## src/rtl/led_pkg.sv

```systemverilog
// Shared types and helpers for the LED frame sequencer.
// Holds the sequencer state encoding, the RGB565 field layout and the colour expansion.
package led_pkg;

  typedef enum logic [1:0] {
    ST_IDLE,
    ST_FETCH,
    ST_PRESENT,
    ST_LATCH
  } led_seq_state_t;

  localparam int unsigned RGB565_WIDTH  = 16;
  localparam int unsigned CHANNEL_WIDTH = 8;

  localparam int unsigned RGB565_R_MSB = 15;
  localparam int unsigned RGB565_R_LSB = 11;
  localparam int unsigned RGB565_G_MSB = 10;
  localparam int unsigned RGB565_G_LSB = 5;
  localparam int unsigned RGB565_B_MSB = 4;
  localparam int unsigned RGB565_B_LSB = 0;

  typedef struct packed {
    logic [CHANNEL_WIDTH-1:0] red;
    logic [CHANNEL_WIDTH-1:0] green;
    logic [CHANNEL_WIDTH-1:0] blue;
  } rgb888_t;

  // Widen each field by repeating its top bits so full-scale stays full-scale.
  function automatic rgb888_t rgb565_to_rgb888(input logic [RGB565_WIDTH-1:0] c);
    rgb888_t px;
    px.red   = {c[RGB565_R_MSB:RGB565_R_LSB], c[RGB565_R_MSB -: 3]};
    px.green = {c[RGB565_G_MSB:RGB565_G_LSB], c[RGB565_G_MSB -: 2]};
    px.blue  = {c[RGB565_B_MSB:RGB565_B_LSB], c[RGB565_B_MSB -: 3]};
    return px;
  endfunction

endpackage

```

## src/rtl/led_latch_timer.sv

```systemverilog
// Loadable down-counter timing the line-latch gap.
// done is registered and is high during the last of the CYCLES counted cycles.
module led_latch_timer #(
  parameter int unsigned CYCLES = 5000
) (
  input  logic clk,
  input  logic rst_n,
  input  logic load,
  output logic done
);

  localparam int unsigned CNT_WIDTH = $clog2(CYCLES + 1);

  logic [CNT_WIDTH-1:0] count;

  // count holds the number of gap cycles still to run, including the current one.
  always_ff @(posedge clk) begin
    if (!rst_n) begin
      count <= '0;
      done  <= 1'b0;
    end else if (load) begin
      count <= CNT_WIDTH'(CYCLES);
      done  <= (CYCLES == 1);
    end else begin
      if (count != '0) begin
        count <= count - 1'b1;
      end
      done <= (32'(count) == 32'd2);
    end
  end

endmodule

```

## src/rtl/led_frame_sequencer.sv

```systemverilog
// Walks the LED colour buffer once per frame and streams expanded RGB888 to the LED driver,
// then holds the latch gap before signalling frame_done.
module led_frame_sequencer
  import led_pkg::*;
#(
  parameter int unsigned NUM_LEDS           = 50,
  parameter int unsigned LED_ADDRESS_WIDTH  = 10,
  parameter int unsigned CAMERA_COLOR_WIDTH = 16,
  parameter int unsigned RAM_READ_LATENCY   = 2,
  parameter int unsigned LATCH_CYCLES       = 5000
) (
  input  logic                          clk_led,
  input  logic                          rst_n,
  input  logic                          frame_start,
  input  logic                          refresh_enable,
  output logic [LED_ADDRESS_WIDTH-1:0]  next_led_request_address,
  input  logic [CAMERA_COLOR_WIDTH-1:0] color_data,
  output logic [7:0]                    red_out,
  output logic [7:0]                    green_out,
  output logic [7:0]                    blue_out,
  output logic                          color_valid,
  input  logic                          color_ready,
  output logic                          busy,
  output logic                          frame_done
);

  localparam int unsigned LAT_WIDTH = (RAM_READ_LATENCY > 0) ? $clog2(RAM_READ_LATENCY + 1) : 1;
  localparam logic [LED_ADDRESS_WIDTH-1:0] LAST_ADDRESS = LED_ADDRESS_WIDTH'(NUM_LEDS - 1);
  localparam logic [LAT_WIDTH-1:0]         LAT_LAST     = LAT_WIDTH'(RAM_READ_LATENCY);

  led_seq_state_t               state;
  led_seq_state_t               state_next;
  logic [LED_ADDRESS_WIDTH-1:0] address_next;
  logic [LAT_WIDTH-1:0]         lat_cnt;
  logic [LAT_WIDTH-1:0]         lat_next;
  logic                         pending;
  logic                         pending_next;
  logic                         capture;
  logic                         latch_load;
  rgb888_t                      pixel;

  assign pixel = rgb565_to_rgb888(RGB565_WIDTH'(color_data));

  led_latch_timer #(
    .CYCLES (LATCH_CYCLES)
  ) u_latch_timer (
    .clk   (clk_led),
    .rst_n (rst_n),
    .load  (latch_load),
    .done  (frame_done)
  );

  // Next-state logic; frame_done doubles as the "last latch cycle" marker.
  always_comb begin
    state_next   = state;
    address_next = next_led_request_address;
    lat_next     = lat_cnt;
    pending_next = pending;
    capture      = 1'b0;
    latch_load   = 1'b0;

    if (frame_start && (state != ST_IDLE)) begin
      pending_next = 1'b1;
    end

    case (state)
      ST_IDLE: begin
        if (frame_start || refresh_enable) begin
          state_next   = ST_FETCH;
          address_next = '0;
          lat_next     = '0;
          pending_next = 1'b0;
        end
      end

      ST_FETCH: begin
        if (lat_cnt == LAT_LAST) begin
          capture    = 1'b1;
          lat_next   = '0;
          state_next = ST_PRESENT;
        end else begin
          lat_next = lat_cnt + 1'b1;
        end
      end

      ST_PRESENT: begin
        if (color_ready) begin
          if (next_led_request_address == LAST_ADDRESS) begin
            state_next = ST_LATCH;
            latch_load = 1'b1;
          end else begin
            address_next = next_led_request_address + 1'b1;
            lat_next     = '0;
            state_next   = ST_FETCH;
          end
        end
      end

      ST_LATCH: begin
        if (frame_done) begin
          // A start arriving alongside frame_done still chains the next frame.
          if (refresh_enable || pending || frame_start) begin
            state_next   = ST_FETCH;
            address_next = '0;
            lat_next     = '0;
          end else begin
            state_next = ST_IDLE;
          end
          pending_next = 1'b0;
        end
      end

      default: begin
        state_next = ST_IDLE;
      end
    endcase
  end

  always_ff @(posedge clk_led) begin
    if (!rst_n) begin
      state                    <= ST_IDLE;
      next_led_request_address <= '0;
      lat_cnt                  <= '0;
      pending                  <= 1'b0;
      red_out                  <= '0;
      green_out                <= '0;
      blue_out                 <= '0;
      color_valid              <= 1'b0;
      busy                     <= 1'b0;
    end else begin
      state                    <= state_next;
      next_led_request_address <= address_next;
      lat_cnt                  <= lat_next;
      pending                  <= pending_next;
      color_valid              <= (state_next == ST_PRESENT);
      busy                     <= (state_next != ST_IDLE);
      if (capture) begin
        red_out   <= pixel.red;
        green_out <= pixel.green;
        blue_out  <= pixel.blue;
      end
    end
  end

endmodule

```

## config.mk

```make
export PLATFORM = sky130hd
export DESIGN_NAME = led_frame_sequencer
export DESIGN_NICKNAME = d
export VERILOG_FILES = /design/src/rtl/led_pkg.sv /design/src/rtl/led_latch_timer.sv /design/src/rtl/led_frame_sequencer.sv
export SDC_FILE = /design/constraint.sdc
export NUM_CORES = 1
export LEC_CHECK = 0
export BUFFER_PORTS_ARGS = -buffer_cell sky130_fd_sc_hd__buf_4
export CORE_ASPECT_RATIO = 1.75
export CORE_MARGIN = 3
export CORE_UTILIZATION = 35
export CTS_BUF_LIST = sky130_fd_sc_hd__clkbuf_4
export DETAILED_ROUTE_END_ITERATION = 8
export REMOVE_ABC_BUFFERS = 1
export SLEW_MARGIN = 25
export SYNTH_ARGS = -nofsm -noshare
export SYNTH_HDL_FRONTEND = slang
export SYNTH_SLANG_ARGS = --single-unit
```

## constraint.sdc

```tcl
create_clock -name clk_led -period 4.7 [get_ports clk_led]
set_clock_uncertainty 0.2 [all_clocks]
set_input_delay 0.94 -clock clk_led [delete_from_list [all_inputs] [get_ports clk_led]]
set_output_delay 0.94 -clock clk_led [all_outputs]
set_load 0.02 [all_outputs]
```

# Word-level counts from Yosys, hierarchy flattened
# Cells that the tools add are included.
[classes] n_div=0 n_lt_le_gt_ge=0 n_reduce_logical=13 add_sub_neg=3 n_shift=0 mul=0 bitwise_logic=1 eq_ne=12 n_mux=31
[ops] cell="$mux 10" n=5
[ops] cell="$pmux 10 s3" n=1
[ops] cell="$mux 13" n=2
[ops] cell="$mux 2" n=11
[ops] cell="$pmux 2 s4" n=2
[ops] cell="$eq 13x2->1 const B" n=1
[ops] cell="$reduce_bool 13->1" n=1
[ops] cell="$sub 13x1->13 const B" n=1
[ops] cell="$add 10x1->10 const B" n=1
[ops] cell="$eq 10x6->1 const B" n=1
[ops] cell="$mux 1" n=9
[ops] cell="$eq 2x2->1 const B" n=4
[ops] cell="$ne 2x2->1 const B" n=4
[ops] cell="$reduce_and 6->1" n=1
[ops] cell="$reduce_bool 2->1" n=3
[ops] cell="$reduce_and 5->1" n=1
[ops] cell="$logic_or 1x1->1" n=3
[ops] cell="$reduce_bool 3->1" n=1
[ops] cell="$add 2x1->2 const B" n=1
[ops] cell="$eq 2x1->1 const B" n=1
[ops] cell="$logic_not 2->1" n=1
[ops] cell="$ne 2x1->1 const B" n=1
[ops] cell="$pmux 1 s2" n=1
[ops] cell="$reduce_or 2->1" n=1
[ops] cell="2 further kinds" n=2
[word_totals] word_cells=72 input_bits=21 latch_bits=0 output_inout_bits=37 ramBits=0 rom_bits=0 ff_bits=55 n_memories=0

# Longest topological paths before layout
[logic_depth] depth_word=6 mapped_depth=9 ltp_nobuf=7

# Hierarchy
# Synthesis repeated with hierarchy kept, for this count alone.
[hier_totals] hier_cells=286 area_unflattened_um2=2512.4
[by_module_without_submodules] module="led_frame_sequencer" area_per_inst_um2=1761.7 seq_area_each_um2=660.6 n_inst=1 cells_each=204
[by_module_without_submodules] module="led_latch_timer" area_per_inst_um2=750.7 seq_area_each_um2=280.3 n_inst=1 cells_each=82

# Worst setup path after synthesis
# Ideal clock, no wire load.
[synth_timing] kind="in2reg" from="in frame_start" to="reg lat_cnt[0]" arrival_time_ns=2.176 path_buffers=0 setup_time_ns=0.070 required_time_ns=4.430 slack_ns=2.253 cell_stages=5 path_cell_list="o31ai_1 a21oi_2 nand3_1 or4b_2 a21oi_1"
[synth_via] elab_chain_len=3 elab_cells_between_ends=5 cone_classes="eq/ne: 2; reduce/logical: 3"
[synth_lines] item="start, declared" line_no="led_frame_sequencer.sv:14" rtl="input logic frame_start,"
[synth_lines] item="$logic_or 1x1->1, on equally long branches" line_no="led_frame_sequencer.sv:102, led_frame_sequencer.sv:68"
[synth_lines] item="$ne 2x2->1 (no source line)"
[synth_lines] item="$reduce_and 5->1 (no source line) *"
[synth_lines] item="end signal, assigned" line_no="led_frame_sequencer.sv:133" rtl="lat_cnt <= lat_next;"
[synth_lines] item="end, declared" line_no="led_frame_sequencer.sv:34" rtl="logic [LAT_WIDTH-1:0] lat_cnt;"
# Every way passes the cells marked *; elsewhere a longest branch is shown, timed or not.
# A chain may end at the register's enable or synchronous reset.

# Worst setup path after layout
[layout_timing] from="reg state[0]" to="reg lat_cnt[0]"
[layout_via] elab_chain_len=3 elab_cells_between_ends=11 cone_classes="eq/ne: 8; mux: 1; reduce/logical: 2"
[layout_lines] item="start, declared" line_no="led_frame_sequencer.sv:31" rtl="led_seq_state_t state;"
[layout_lines] item="start signal, assigned" line_no="led_frame_sequencer.sv:131" rtl="state <= state_next;"
[layout_lines] item="$eq 2x2->1 or $logic_not 2->1 (tied branches)" line_no="led_frame_sequencer.sv:66" rtl="case (state)"
[layout_lines] item="$ne 2x1->1 (no source line) or $ne 2x2->1 (tied branches)"
[layout_lines] item="$reduce_and 5->1 (no source line)"
# Parallel ways exist; a longest one is shown, timed or not.

==> impl_metrics.yaml <==
outcome:
  status: "finished clean"
floorplan:
  start_util_pct: 36.9
  core_region_area_um2: 5970
  rows: 37
  die-area_um2: 7320
  io_pins: 58
  die_y_um: 111
  dieWidth_um: 66.0
sta:
  max_freq_mhz: 401
  drv_slew: 0
  hold_violations: 0
  finalCritPeriodShare_pct: 53.1
  max_slew_margin_pct: 50.3
  setup-violations-final: 0
  tns_ps: 0
  final.min_clock_period_ps: 2490
  finalWorstSetupSlack_ps: 2210
  grt_setup_unrepaired: "no"
  worst_slew_pin_slew_ps: 741
clocking:
  tritoncts: "yes"
  cts_resized: 0
  cts.path.max_buffers: 2
  clk_pin_slew_ps: 160
  htree_levels: 2
  postCtsSetupBuffers: 0
  cts_hold_buf: 0
  cts_root_buf: "clkbuf_4"
  cts_made_buffers: 5
  clkLatencyLatePin_ps: 370
  cts_sinks: 47
worst_setup_path:
  end_kind: "flip-flop"
  worstPathRequired_ps: 4800
  cp_max_fo: 7
  crit_type: "flip-flop to flip-flop"
  worstSetupStartpoint: "state[0]"
  r2r_start: "state[0]"
  crit_chain: "inv_1 -> ha_1 -> nor3b_1 -> a21oi_2 -> nand3_1 -> or4b_2 -> a21oi_1"
  crit_slowest_cell: "or4b_2"
  arrival_ps: 2590
  worstSetupStartpointType: "flip-flop"
  max_stage_delay_ps: 660
route:
  viasPerCell: 5.05
  ant_nets: 0
  drt_iter0_drc: 92
  firstDrtPassIters: 4
  routed_wl_um: 5260
  vias: 2010
  wl_per_cell_um: 13.2
  route.detailed.drc: 0
power:
  p_leak_nw: 1.11
  ir_drop_mv: 0.218
  powerDensity_nw_per_um2: 391
grt:
  antenna_found_initial: 0
  grt_overflow: 0
  grt_pass1_wl_um: 9010
  grt_pass1_vias: 1926
  grt_max_degree: 26
  grt_usage_pct: 15.3
yosys:
  synthFlopType: "dfxtp_1"
  netlist_instances: 269
  synth.distinct_cells: 42
  ys_seq_area_share_pct: 42.7
  synth_edf_count: 0
  avgSynthCellArea_um2: 8.20
  ys_ff_latch: 47
  synthArstFlopShare_pct: 0
  syn-cell-area_um2: 2200
  ys_warn_count: 0
placement:
  dp_hpwl_um: 3940
  gp_congestion: 0.791
  port_buffers: 57
  dp_slack_ps: 1970
hold_path:
  hp-start: "green_out[5]"
  hp-class: "flip-flop to flip-flop"
layout:
  drive_gt1_share_pct: 22.2
  nets: 349
  diodes: 0
  area_growth_pct: 23.9
job:
  drv_cap: 0
==> power by group <==
group          internal, mW  switching (mW)  total [mW]
sequential            0.442          0.0476       0.490
clock                 0.114           0.141       0.255
combinational         0.144           0.180       0.323
total                 0.700           0.368        1.07
==> kinds of logic after synthesis <==
group / after synthesis / synth area share (%)
buffers and inverters: 28 / 6.24
xor gates and xnor gates: 11 / 4.37
AOI/OAI and AO/OA: 57 / 15.3
and+or+nand+nor: 117 / 26.3
adders and majority gates: 9 / 5.11
DFF: 47 / 42.7
==> flip-flops by register name, summed over array words and instances (netlist names) <==
name                      flops
blue_out                      5
color_valid                   1
next_led_request_address     10
u_latch_timer.done            1
lat_cnt                       2
state                         2
u_latch_timer.count          13
red_out                       5
pending                       1
green_out                     6
busy                          1
==> critical path, delay by kind of cell, from the launching register on <==
kind	cells	cell delay (ps)
buffers and inverters	1	90
and+or+nand+nor	3	1040
adders and majority gates	1	270
DFF	1	410
AOI/OAI and AO/OA	2	410
==> area by class of cell <==
class | count | area (um2)
sequential | 47 | 941
multi-input combinational | 194 | 1130
inverter | 14 | 52.6
fill | 596 | 3240
timing repair buffer | 57 | 428
clock inverter | 3 | 46.3
tap | 78 | 97.6
clock buffer | 5 | 37.5
==> Yosys cell counts (2+ instances only) <==
cell type	n	share of area [%]
xnor2_1	4	1.6
nor4_1	4	1.1
nand3b_1	2	0.68
a31oi_1	2	0.57
nor3_1	5	1.1
o21ai_0	6	1.4
a211oi_1	5	1.7
nor2_1	21	3.6
or4_1	6	2.0
a21oi_1	32	7.3
ha_1	9	5.1
or3_1	5	1.4
dfxtp_1	47	43
nand2_1	45	7.7
inv_1	13	2.2
nand2b_1	2	0.57
nor2b_1	3	0.85
nand3_1	6	1.4
o31ai_1	4	1.4
nor3b_1	2	0.68
clkbuf_1	4	0.68
buf_4	8	2.7
nand4_1	8	2.3
o21a_1	2	0.68
xor2_1	7	2.8
==> routing by layer <==
metal / wire length (um) / vias up / GRT usage [%] / share of wire, %
met5: 0 / - / 0 / 0
met2: 3040 / 31 / 29.0 / 58
met1: 1980 / 945 / 16.6 / 38
met3: 158 / 7 / 2.54 / 3.0
li1: - / 1027 / - / -
met4: 87 / 0 / 4.88 / 1.7
==> path summary, 6_finish.rpt <==
| path | end | slack, ps | depth (start not counted) |
|---|---|---|---|
| min | green_out[5] | 270 | 2 |
| max reg2reg | lat_cnt[0] | 2210 | 7 |
| min reg2reg | green_out[5] | 270 | 2 |
| max | lat_cnt[0] | 2210 | 7 |
==> placed cells by master, fill, tap and decap left out, types with 6 or more instances in the layout <==
master and n:
a21oi_1 32, buf_4 57, o21ai_0 6, xor2_1 7
ha_1 9, nand2_1 45, inv_1 13, nand4_1 8
nand3_1 6, or4_1 6, nor2_1 20, dfxtp_1 47
==> through the flow <==
step                area, um2  power [mW]  cells  utilization, %  hold WS (ps)
finish                   2730        1.07    398            45.7           268
floorplan                2120       0.738    255               -           250
detailed placement       2650       0.822    390            44.3           251
global placement         2650       0.820    390            44.3           244
global route             2730        1.15    398            45.7           293
CTS                      2730        1.08    398            45.7           271
(Power assumes the default switching activity.)
